$ cat config.mk
export PLATFORM = sky130hd
export DESIGN_NAME = input_keypad_scan
export DESIGN_NICKNAME = d
export VERILOG_FILES = /design/src/rtl/input_keypad_scan_pkg.sv /design/src/rtl/input_debounce_bit.sv /design/src/rtl/input_keypad_scan.sv
export SDC_FILE = /design/constraint.sdc
export NUM_CORES = 1
export LEC_CHECK = 0
export BUFFER_PORTS_ARGS = -buffer_cell sky130_fd_sc_hd__buf_2
export CAP_MARGIN = 40
export CORE_UTILIZATION = 60
export DETAILED_ROUTE_END_ITERATION = 16
export GPL_TIMING_DRIVEN = 0
export PLACE_DENSITY = 0.89
export SETUP_SLACK_MARGIN = 0.2
export SLEW_MARGIN = 20
export SYNTH_ARGS = -nofsm -noshare
export SYNTH_HDL_FRONTEND = slang
export SYNTH_SLANG_ARGS = --single-unit
export TNS_END_PERCENT = 1
$ cat constraint.sdc
create_clock -name clk -period 2.3 [get_ports clk]
set_input_delay 0.46 -clock clk [delete_from_list [all_inputs] [get_ports clk]]
set_output_delay 0.46 -clock clk [all_outputs]
set_load 0.02 [all_outputs]
$ cat src/rtl/input_keypad_scan_pkg.sv
// Shared constants for the 4x4 keypad scanner: matrix geometry, key index
// mapping and the column drive pattern loaded at reset.
package input_keypad_scan_pkg;

  localparam int unsigned KP_ROWS    = 4;
  localparam int unsigned KP_COLS    = 4;
  localparam int unsigned KEY_STRIDE = 4;
  localparam int unsigned KEY_W      = KP_ROWS * KP_COLS;
  localparam int unsigned KEY_IDX_W  = $clog2(KEY_W);
  localparam int unsigned COL_IDX_W  = $clog2(KP_COLS);
  localparam int unsigned ROW_IDX_W  = $clog2(KP_ROWS);

  // Column 0 driven low out of reset.
  localparam logic [KP_COLS-1:0] COL_RESET = 4'b1110;

  // Key index for a (column, row) position: col*stride + row.
  function automatic logic [KEY_IDX_W-1:0] key_idx(input logic [COL_IDX_W-1:0] c,
                                                   input logic [ROW_IDX_W-1:0] r);
    return KEY_IDX_W'(32'(c) * KEY_STRIDE + 32'(r));
  endfunction

endpackage

$ cat src/rtl/input_debounce_bit.sv
// Frame-rate debouncer for a single key.
//   clk, rst_n : clock, async active-low reset
//   en         : frame strobe; state only advances when high
//   raw        : sampled key level for the frame just completed
//   stable     : debounced level, flips after DEB_N consecutive disagreeing frames
module input_debounce_bit #(
  parameter int unsigned DEB_N = 4
) (
  input  logic clk,
  input  logic rst_n,
  input  logic en,
  input  logic raw,
  output logic stable
);

  localparam int unsigned CNT_W = $clog2(DEB_N + 1);

  logic [CNT_W-1:0] cnt;

  // Count disagreeing frames; any agreeing frame restarts the count.
  always_ff @(posedge clk or negedge rst_n) begin
    if (!rst_n) begin
      cnt    <= '0;
      stable <= 1'b0;
    end else if (en) begin
      if (raw == stable) begin
        cnt <= '0;
      end else if (cnt == CNT_W'(DEB_N - 1)) begin
        stable <= raw;
        cnt    <= '0;
      end else begin
        cnt <= cnt + CNT_W'(1);
      end
    end
  end

endmodule

$ cat src/rtl/input_keypad_scan.sv
// 4x4 membrane keypad scanner: column drive, row synchronisation, raw frame
// capture and per-key debounce.
//   clk, rst_n : clock, async active-low reset
//   row        : active-low row lines, asynchronous to clk
//   col        : active-low column drive, one bit low at a time
//   key        : debounced pressed-key vector, index = col*4 + row
//   frame      : one-cycle pulse in the cycle key may update
module input_keypad_scan
  import input_keypad_scan_pkg::*;
#(
  parameter int unsigned SCAN_DIV = 1000,
  parameter int unsigned DEB_N    = 4
) (
  input  logic               clk,
  input  logic               rst_n,
  input  logic [KP_ROWS-1:0] row,
  output logic [KP_COLS-1:0] col,
  output logic [KEY_W-1:0]   key,
  output logic               frame
);

  localparam int unsigned DIV_W = $clog2(SCAN_DIV);

  logic [DIV_W-1:0]     div_q;
  logic [COL_IDX_W-1:0] col_idx;
  logic [KP_ROWS-1:0]   row_m;
  logic [KP_ROWS-1:0]   row_s;
  logic [KEY_W-1:0]     raw;
  logic [KEY_W-1:0]     raw_nxt_c;
  logic                 sample_c;
  logic                 last_col_c;

  assign sample_c   = (div_q == DIV_W'(SCAN_DIV - 1));
  assign last_col_c = (col_idx == COL_IDX_W'(KP_COLS - 1));

  // Merge the synchronised rows of the current column into the raw frame.
  always_comb begin
    raw_nxt_c = raw;
    for (int unsigned r = 0; r < KP_ROWS; r++) begin
      raw_nxt_c[key_idx(col_idx, ROW_IDX_W'(r))] = ~row_s[r];
    end
  end

  // Synchroniser, divider, column rotator, raw capture and frame strobe.
  always_ff @(posedge clk or negedge rst_n) begin
    if (!rst_n) begin
      row_m   <= '1;
      row_s   <= '1;
      div_q   <= '0;
      col_idx <= '0;
      col     <= COL_RESET;
      raw     <= '0;
      frame   <= 1'b0;
    end else begin
      row_m <= row;
      row_s <= row_m;
      frame <= sample_c && last_col_c;
      if (sample_c) begin
        raw     <= raw_nxt_c;
        div_q   <= '0;
        col_idx <= col_idx + COL_IDX_W'(1);
        col     <= {col[KP_COLS-2:0], col[KP_COLS-1]};
      end else begin
        div_q <= div_q + DIV_W'(1);
      end
    end
  end

  // One debouncer per key, all advanced by the frame strobe.
  for (genvar i = 0; i < KEY_W; i++) begin : g_deb
    input_debounce_bit #(
      .DEB_N (DEB_N)
    ) u_deb (
      .clk    (clk),
      .rst_n  (rst_n),
      .en     (frame),
      .raw    (raw[i]),
      .stable (key[i])
    );
  end

endmodule

==> flow_summary.ini, run 1 <==
[status]
run_status = finished, final reports clean

[hold_path]
hp-start = row[1]
hp-class = in -> reg
hold_end = row_m[1]
holdPathStages = 1

[critical_path]
reg2reg_slack_ns = 0.51
worstPathArrival_ns = 2.07
end_kind = flip-flop
cp-start-kind = flip-flop
required_ns = 2.58
r2r_end = raw[2]
reg2reg_depth = 5
worst-setup-path-type = reg -> reg
r2r_start = div_q[0]
worstSetupStartpoint = div_q[0]
worstPathMaxFanout = 10

[grt]
grt_pass1_vias = 3517
antenna_found_initial = 0
grt_max_degree = 69
grt_pass1_wl_um = 16000
grt-ovfl-total = 0
grt_usage_pct = 24.4

[floorplan]
dieArea_mm2 = 0.00848
start_util_pct = 62.7
die_y_um = 92.1
ios = 27
core_mm2 = 0.00777
die_x_um = 92.1
num_rows = 32

[drt]
first_iter_violations = 222
wl_um = 9380
wl_per_cell_um = 15.6
first_pass_iters = 4
viasPerCell = 5.52
vias = 3311
route.detailed.drc = 0
antenna_left = 0

[yosys]
synth.avg_cell_area_um2 = 10.7
yosysWarningCount = 0
netlist_instances = 454
ys_ff_latch = 105
syn_nets = 481
seq_area_frac_synth_pct = 54.3
netlist_area_mm2 = 0.00487
synth_cell_types = 40

[job]
max_cap_viol_count = 0

[cells_and_area]
finalNetCount = 520
areaGrowthSynthToFinish_pct = 10.4
insertedDiodeCount = 0
fillers = 582
final_area_mm2 = 0.00537
layout-drive-gt1-share_pct = 17.5
fin_cells = 600

[timing]
worst_slack_ns = 0.511
finalHoldViolCount = 0
rsz0062_at_grt = no
tightest_slew_ns = 0.616
finClkSkew_ns = 0.00732
slew_headroom_pct = 59.0
fin_crit_ns = 1.79
maxSlewViolCount = 0
setup_violations = 0
fin_tns_setup_ns = 0
fin_crit_sh_pct = 77.8
fmax_ghz = 0.559

[clock_tree]
post-cts-setup-buffers = 0
hold_buffers = 1
cts_sinks = 105
root_buffer = clkbuf_8
path_clk_slew_ns = 0.10
clk_latency_ns = 0.37
cts_resized = 0
htree_num_levels = 3
cts_tree = yes
cts_made_buffers = 9
clock_tree.buffer_depth = 2

[power]
p_total_uw = 3060
ir_worst_vdd_mv = 0.506
power.density_mw_per_mm2 = 569
p_leak_uw = 0.00257

[placement]
place_worst_setup_slack_ns = 0.521
routabilityCongestion = 0.776
placed_area_mm2 = 0.00516
dp.cells = 583
hpwl_um = 6570
port_buffers = 26
[critical path, cell delays in order (launching register included)]
cell	delay, ns
dfrtp_1	0.38
ha_1	0.23
and4bb_1	0.22
buf_6	0.13
nand4_1	0.42
mux2i_1	0.31
[registers in the layout, summed over array words and instances (netlist names)]
name,cells
g_deb.u_deb.cnt,48
row_s,4
row_m,4
col_idx,2
div_q,10
g_deb.u_deb.stable,16
raw,16
col,4
frame,1
[area by class of cell]
class	instances	area, µm²	share of cell area, %
Buffer	30	190	3.54
Clock buffer	9	124	2.31
Clock inverter	7	78.8	1.47
Inverter	50	188	3.49
Multi-Input combinational cell	269	1850	34.4
Sequential cell	105	2640	49.2
Tap cell	102	128	2.38
Timing Repair Buffer	28	174	3.24
[layer usage]
layer	vias to the layer above	global-route usage, %	wire (µm)	part of all wire (%)
met4	0	9.24	136	1.5
met2	71	42.2	4880	52
met5	-	0	0	0
met3	13	6.05	467	5.0
met1	1648	29.3	3890	42
li1	1579	-	-	-
[cells in the final DEF, fill, tap and decap left out, types with 3 or more instances in the layout]
cell type and n:
dfstp_2 11, nand4_1 6, buf_6 3, o21ai_0 41, nand2_1 46, ha_1 21
nand3_1 7, xnor2_1 10, dfrtp_1 94, and2_1 7, xor2_1 10, buf_2 26
mux2i_1 16, mux2_4 3, a21boi_0 8, nand2b_1 24, nand3b_1 14, o22ai_1 20
clkbuf_1 9, clkbuf_8 9, nor2_1 5, or4_1 3, buf_4 16, clkinvlp_4 3
inv_1 50, mux2_2 6
[synth_stat cells]
master | instances | share of area, %
a21boi_0 | 8 | 1.2
a21o_1 | 2 | 0.31
a21oi_1 | 2 | 0.21
and2_1 | 7 | 0.90
and3_2 | 2 | 0.31
and3_4 | 1 | 0.23
and4_1 | 1 | 0.18
and4_2 | 1 | 0.21
and4bb_1 | 1 | 0.26
buf_1 | 1 | 0.077
buf_2 | 1 | 0.10
buf_4 | 16 | 2.5
buf_6 | 2 | 0.46
clkbuf_1 | 9 | 0.69
clkbuf_2 | 1 | 0.10
dfrtp_1 | 94 | 48
dfstp_2 | 11 | 5.9
ha_1 | 21 | 5.4
inv_1 | 50 | 3.9
mux2_2 | 6 | 1.4
mux2_4 | 3 | 0.93
mux2i_1 | 16 | 3.3
nand2_1 | 46 | 3.5
nand2b_1 | 24 | 3.1
nand3_1 | 7 | 0.72
nand3b_1 | 14 | 2.2
nand4_1 | 6 | 0.77
nor2_1 | 5 | 0.39
nor2b_1 | 2 | 0.26
nor3_1 | 2 | 0.21
o211ai_1 | 2 | 0.31
o21a_1 | 2 | 0.31
o21ai_0 | 41 | 4.2
o21ai_1 | 1 | 0.10
o22ai_1 | 20 | 2.6
o311ai_0 | 1 | 0.18
or3_1 | 2 | 0.26
or4_1 | 3 | 0.46
xnor2_1 | 10 | 1.8
xor2_1 | 10 | 1.8
[report_power, final]
part | switching, µW | internal, µW
clock network | 633 | 510
registers | 7.01 | 1860
logic | 36.1 | 10.7
total | 676 | 2380
[metrics by stage]
step / hold WS [ns] / utilization [%]
finish: 0.185 / 69.2
global route: 0.158 / 69.2
CTS: 0.161 / 69.2
detailed placement: 0.347 / 66.4
global placement: 0.346 / 66.0
floorplan: 0.164 / -
[cell families (layout without fill, tap and decap cells)]
| kind of cell | count (synthesis) | after routing | synth area share (%) |
|---|---|---|---|
| xor gates and xnor gates | 20 | 20 | 3.60 |
| and+or+nand+nor | 124 | 124 | 13.9 |
| AOI/OAI and AO/OA | 79 | 79 | 9.43 |
| adders and majority gates | 21 | 21 | 5.40 |
| DFF | 105 | 105 | 54.3 |
| muxes | 25 | 25 | 5.60 |
| buffers and inverters | 80 | 124 | 7.76 |
[how the worst max path moves through the flow]
stage               endpoint  depth (start not counted)
floorplan             col[0]                          6
global placement    div_q[4]                          1
detailed placement   raw[11]                          5
CTS                  raw[11]                          5
global route          raw[3]                          5
finish                raw[2]                          5
Power figures use the tool's default switching activity.
==> run 2: changes to the inputs <==
Settings changed: CORE_UTILIZATION 60 to 55, PLACE_DENSITY 0.89 to 0.86.
Clock period 2.3 ns to 1.6 ns, I/O delays scaled along.
==> run 2 against run 1 <==
Net effect: wire length is 3.0% higher; largest power group unchanged; sequential share of layout area is 2.7 points lower; global-route usage is 1.4 points lower; clock power is 47% higher; non-clock buffer count is 11 higher; setup slack worse by 0.53 ns; fmax is 11% higher; highest routed layer unchanged; register-to-register slack worse by 0.53 ns; cell count is 2.3% higher; hold slack worse by 0.15 ns; the flow now finishes with violations (negative setup slack); clock skew is 0.0056 ns higher; total power is 45% higher.
==> flow_summary.ini, run 2 (synthesized netlist as in run 1, its figures left out) <==
[timing]
worst_slack_ns = -0.0169
fin_tns_setup_ns = -0.0212
slew_headroom_pct = 65.8
finClkSkew_ns = 0.0129
rsz0062_at_grt = yes
fin_crit_sh_pct = 101
fmax_ghz = 0.618
finalHoldViolCount = 0
setup_violations = 2
tightest_slew_ns = 0.514
maxSlewViolCount = 0
fin_crit_ns = 1.62

[cells_and_area]
final_common_cell = dfrtp_1
fin_cells = 614
regMostFlops = g_deb.u_deb.cnt
fillers = 618
largest_reg_flops = 48
top_regs = g_deb.u_deb.cnt (48), g_deb.u_deb.stable (16), raw (16)
areaGrowthSynthToFinish_pct = 16.7
finalNetCount = 531
insertedDiodeCount = 0
utilization_pct = 67.8
layout-drive-gt1-share_pct = 21.6
final_cell_mix = 94 x dfrtp_1, 50 x inv_1, 46 x nand2_1

[clock_tree]
path_clk_slew_ns = 0.10
root_buffer = clkbuf_8
cts_made_buffers = 9
htree_num_levels = 3
cts_sinks = 105
cts_tree = yes
clock_tree.buffer_depth = 2
clk_latency_ns = 0.37

[placement]
hpwl_um = 6470
routabilityCongestion = 0.770
port_buffers = 26
dp.cells = 586

[job]
max_cap_viol_count = 0

[critical_path]
worstSetupStartpoint = div_q[0]
slowest_delay_ns = 0.38
worstPathArrival_ns = 1.87
r2r_end = col_idx[1]
reg2reg_depth = 6
path_cells = ha_2, and4bb_1, buf_6, and3_4, buf_8, mux2_4
worstPathMaxFanout = 5
r2r_start = div_q[0]
worst-setup-path-type = reg -> reg
cp-start-kind = flip-flop
end_kind = flip-flop
reg2reg_slack_ns = -0.02
required_ns = 1.86
crit_slowest_cell = dfrtp_1

[drt]
first_pass_iters = 4
viasPerCell = 5.55
route.detailed.drc = 0
wl_um = 9660
vias = 3408
first_iter_violations = 170
antenna_left = 0
wl_per_cell_um = 15.7

[status]
violations = negative setup slack
run_status = finished, violations left

[grt]
grt_usage_pct = 22.9
grt_pass1_vias = 3445
antenna_found_initial = 0
grt_max_degree = 79
grt_pass1_wl_um = 15800
grt-ovfl-total = 0

[floorplan]
ios = 27
die_x_um = 96.1
dieArea_mm2 = 0.00923
start_util_pct = 58.1
die_y_um = 96.1
num_rows = 33
core_mm2 = 0.00838

[hold_path]
hold_end = row_m[0]
holdPathStages = 1
hp-start = row[0]
hp-class = in -> reg

[power]
p_leak_uw = 0.00268
power.density_mw_per_mm2 = 780
p_total_uw = 4430
ir_worst_vdd_mv = 0.579
-- run 2: changes by cell type in the layout (fill, tap and decap cells not counted), sizes merged --
cell,before,now
buf,47,58
clkinv,2,4
clkinvlp,3,1
-- run 2: area by class of cell --
type / count / area, µm² / area share, %
inverter: 50 / 188 / 3.30
tap: 105 / 131 / 2.31
clock buffer: 9 / 124 / 2.18
clock inverter: 7 / 80.1 / 1.41
multi-input combinational: 269 / 1860 / 32.7
buffer: 30 / 273 / 4.80
sequential: 105 / 2640 / 46.5
timing repair buffer: 39 / 384 / 6.76
-- run 2: repair_timing --
action	CTS	global route
resized for setup	6	75
setup endpoints to repair	85	94
cloned	1	0
hold buffers	1	0
hold endpoints to repair	27	0
pin swaps	5	2
buffers inserted	9	1
-- run 2: worst max-delay path: cells and delay by family, from the launching register on --
| family | cells | cell delay (ns) |
|---|---|---|
| and+or+nand+nor | 2 | 0.42 |
| buffers and inverters | 2 | 0.23 |
| adders and majority gates | 1 | 0.18 |
| muxes | 1 | 0.29 |
| DFF | 1 | 0.38 |
-- run 2: how the worst max path moves through the flow --
| stage | slack [ns] | cells past startpoint | to |
|---|---|---|---|
| floorplan | 0.04 | 6 | col[0] |
| global placement | -0.86 | 1 | g_deb[7].u_deb.stable |
| detailed placement | -0.19 | 3 | g_deb[10].u_deb.cnt[2] |
| CTS | 0.009 | 6 | col_idx[1] |
| global route | -0.06 | 6 | col_idx[1] |
| finish | -0.02 | 6 | col_idx[1] |
-- run 2: layer usage --
layer / up-vias / routed length (µm) / track usage (%)
li1: 1606 / - / -
met1: 1715 / 4110 / 28.6
met5: - / 0 / 0
met2: 70 / 4960 / 38.6
met3: 17 / 437 / 5.13
met4: 0 / 153 / 9.58
-- run 2: power breakdown --
part | internal, µW | switching, µW
clock | 740 | 945
sequential | 2670 | 10.8
combinational | 15.5 | 52.5
total | 3430 | 1010
-- run 2: through the flow --
| stage | cell area [µm²] | setup slack, ns | hold slack [ns] |
|---|---|---|---|
| 2_1_floorplan | 4870 | 0.0370 | 0.0244 |
| 3_3_place_gp | 5130 | -0.864 | 0.346 |
| 3_5_place_dp | 5160 | -0.190 | 0.209 |
| 4_1_cts | 5460 | 0.00936 | 0.0271 |
| 5_1_grt | 5680 | -0.0572 | 0.0164 |
| 6_report | 5680 | -0.0169 | 0.0356 |
==> run 3: changes to the inputs <==
Settings changed: ABC_AREA set to 1, CTS_CLUSTER_DIAMETER set to 100.
==> run 3 against run 2 <==
Net effect: die area up 2.1%; clock power down 13%; cell area down 2.7%; sequential share of layout area up 1.3 points; critical endpoint is now key[9]; wire length down 6.1%; critical path type is now reg -> out; the flow now finishes without violations; largest power group unchanged.
==> flow_summary.ini, run 3 <==
[yosys]
synth_top_area_share_pct = 47.3
synth_cell_types = 24
yosys-top-cells-count = 182 x nand2_1, 94 x dfrtp_1, 47 x inv_1, 36 x o21ai_0, 29 x nor2_1
syn_nets = 585
synth_area_leaders = dfrtp_1 47%, nand2_1 14%, dfstp_2 5.8%, ha_1 5.3%, o21ai_0 3.6%
synth.avg_cell_area_um2 = 8.91
yosysMostFrequentCell = nand2_1
ys_ff_latch = 105
netlist_instances = 558
synth_top_cell_by_area = dfrtp_1
yosysWarningCount = 0
ys.flop_type = dfrtp_1
async_flop_share_pct = 100
synth_edf_count = 0
netlist_area_mm2 = 0.00497
seq_area_frac_synth_pct = 53.1

[timing]
fin_tns_setup_ns = 0
rsz0062_at_grt = yes
fmax_ghz = 0.715
maxSlewViolCount = 0
fin_crit_sh_pct = 87.5
fin_crit_ns = 1.40
tightest_slew_ns = 0.500
setup_violations = 0
finalHoldViolCount = 0
finClkSkew_ns = 0.0103
slew_headroom_pct = 66.7

[grt]
antenna_found_initial = 0
grt_pass1_wl_um = 15700
grt_pass1_vias = 3611
grt_usage_pct = 20.4
grt_max_degree = 58
grt-ovfl-total = 0

[power]
power.density_mw_per_mm2 = 761
p_leak_uw = 0.00308
p_total_uw = 4210
ir_worst_vdd_mv = 0.536

[floorplan]
core_mm2 = 0.00872
ios = 27
dieArea_mm2 = 0.00942
start_util_pct = 57.0
die_x_um = 97.1
num_rows = 34
die_y_um = 97.1

[critical_path]
cp-start-kind = flip-flop
worstPathMaxFanout = 3
worst-setup-path-type = reg -> out
end_kind = primary output
required_ns = 1.28
worstPathArrival_ns = 1.08

[placement]
routabilityCongestion = 0.850
hpwl_um = 6410
placed_area_mm2 = 0.00527
port_buffers = 26

[cells_and_area]
fillers = 664
insertedDiodeCount = 0
largest_reg_flops = 48
finalNetCount = 632
regMostFlops = g_deb.u_deb.cnt
final_common_cell = nand2_1
final_area_mm2 = 0.00553
layout-drive-gt1-share_pct = 18.0
multi_input_area_mm2 = 0.00197
seqCellArea_mm2 = 0.00264
areaGrowthSynthToFinish_pct = 11.3
top_regs = g_deb.u_deb.cnt (48), g_deb.u_deb.stable (16), raw (16)
final_cell_mix = 182 x nand2_1, 94 x dfrtp_1, 47 x inv_1

[clock_tree]
htree_num_levels = 3
cts_made_buffers = 9
root_buffer = clkbuf_8
cts_tree = yes
clock_tree.buffer_depth = 2
clk_latency_ns = 0.37
path_clk_slew_ns = 0.10
cts_sinks = 105

[hold_path]
hp-class = in -> reg

[drt]
antenna_left = 0
route.detailed.drc = 0
wl_per_cell_um = 12.6
viasPerCell = 5.11
first_pass_iters = 5
wl_um = 9060
first_iter_violations = 181
vias = 3666

[job]
max_cap_viol_count = 0

[status]
run_status = finished, final reports clean
[run 3: cell count changes after synthesis, moves of 10 or more]
cell	before	now
o22ai_1	20	0
nor2_1	5	29
nand3_1	7	23
nand2b_1	24	0
mux2i_1	16	0
nand4_1	6	17
nand2_1	46	182
a21oi_1	2	16
nand3b_1	14	0
xnor2_1	10	0
or2_2	0	10
[run 3: metal layers]
layer | track usage [%] | share of wire (%) | vias to the layer above
li1 | - | - | 1846
met1 | 25.9 | 45 | 1745
met2 | 34.5 | 50 | 67
met3 | 5.04 | 3.9 | 8
met4 | 6.54 | 0.84 | 0
met5 | 0 | 0 | -
[run 3: stage by stage]
step	cells	util, %	hold slack (ns)	setup slack [ns]
after floorplan	558	-	0.0244	0.360
after global placement	692	60.0	0.347	-0.815
after detailed placement	693	60.4	0.280	0.190
after CTS	712	62.6	0.0286	0.182
after global routing	718	63.4	0.0212	0.153
final	718	63.4	0.0456	0.201
[run 3: cell type report]
type                            count  area share, %
Multi-Input combinational cell    374           35.6
Timing Repair Buffer               36           4.23
Inverter                           49           3.33
Sequential cell                   105           47.8
Buffer                             30           3.67
Tap cell                          108           2.44
Clock buffer                       12           2.44
Clock inverter                      4          0.520
[run 3: repair_timing]
item,4_1_cts,5_1_grt
hold buffers,1,0
gates cloned,0,1
resized for setup,0,7
hold endpoints to repair,38,0
pin swaps,0,2
setup endpoints to repair,17,49
buffers inserted,2,5
[run 3: worst paths after layout]
kind                                  startpoint                     end  slack (ns)  cells past startpoint
min                                       row[0]                row_m[0]        0.05                      1
min reg2reg                             row_m[3]                row_s[3]        0.36                      0
max                        g_deb[9].u_deb.stable                  key[9]        0.20                      2
max reg2reg                             div_q[0]                 raw[14]        0.22                      6
max in group asynchronous                  rst_n                  col[1]        0.48                      3
min in group asynchronous                  rst_n  g_deb[14].u_deb.stable        0.45                      2
[run 3: where the power goes]
| part | total, µW | internal (µW) | switching (µW) |
|---|---|---|---|
| sequential | 2670 | 2670 | 2.37 |
| clock | 1460 | 576 | 885 |
| combinational | 72.4 | 15.2 | 57.2 |
[run 3: cells by family (layout without fill, tap and decap cells)]
group | Yosys count | count (layout) | share of synthesized area (%)
XOR/XNOR | 18 | 18 | 3.17
AO/OA/AOI/OAI | 60 | 60 | 6.45
buffers and inverters | 79 | 131 | 7.75
adder cells (fa/ha/maj) | 21 | 21 | 5.29
AND/OR/NAND/NOR | 275 | 275 | 24.2
flip-flops | 105 | 105 | 53.1
[run 3: critical path, cell delays in order, from the launching register on]
cell	delay, ns
dfrtp_1	0.42
buf_4	0.14
buf_2	0.15
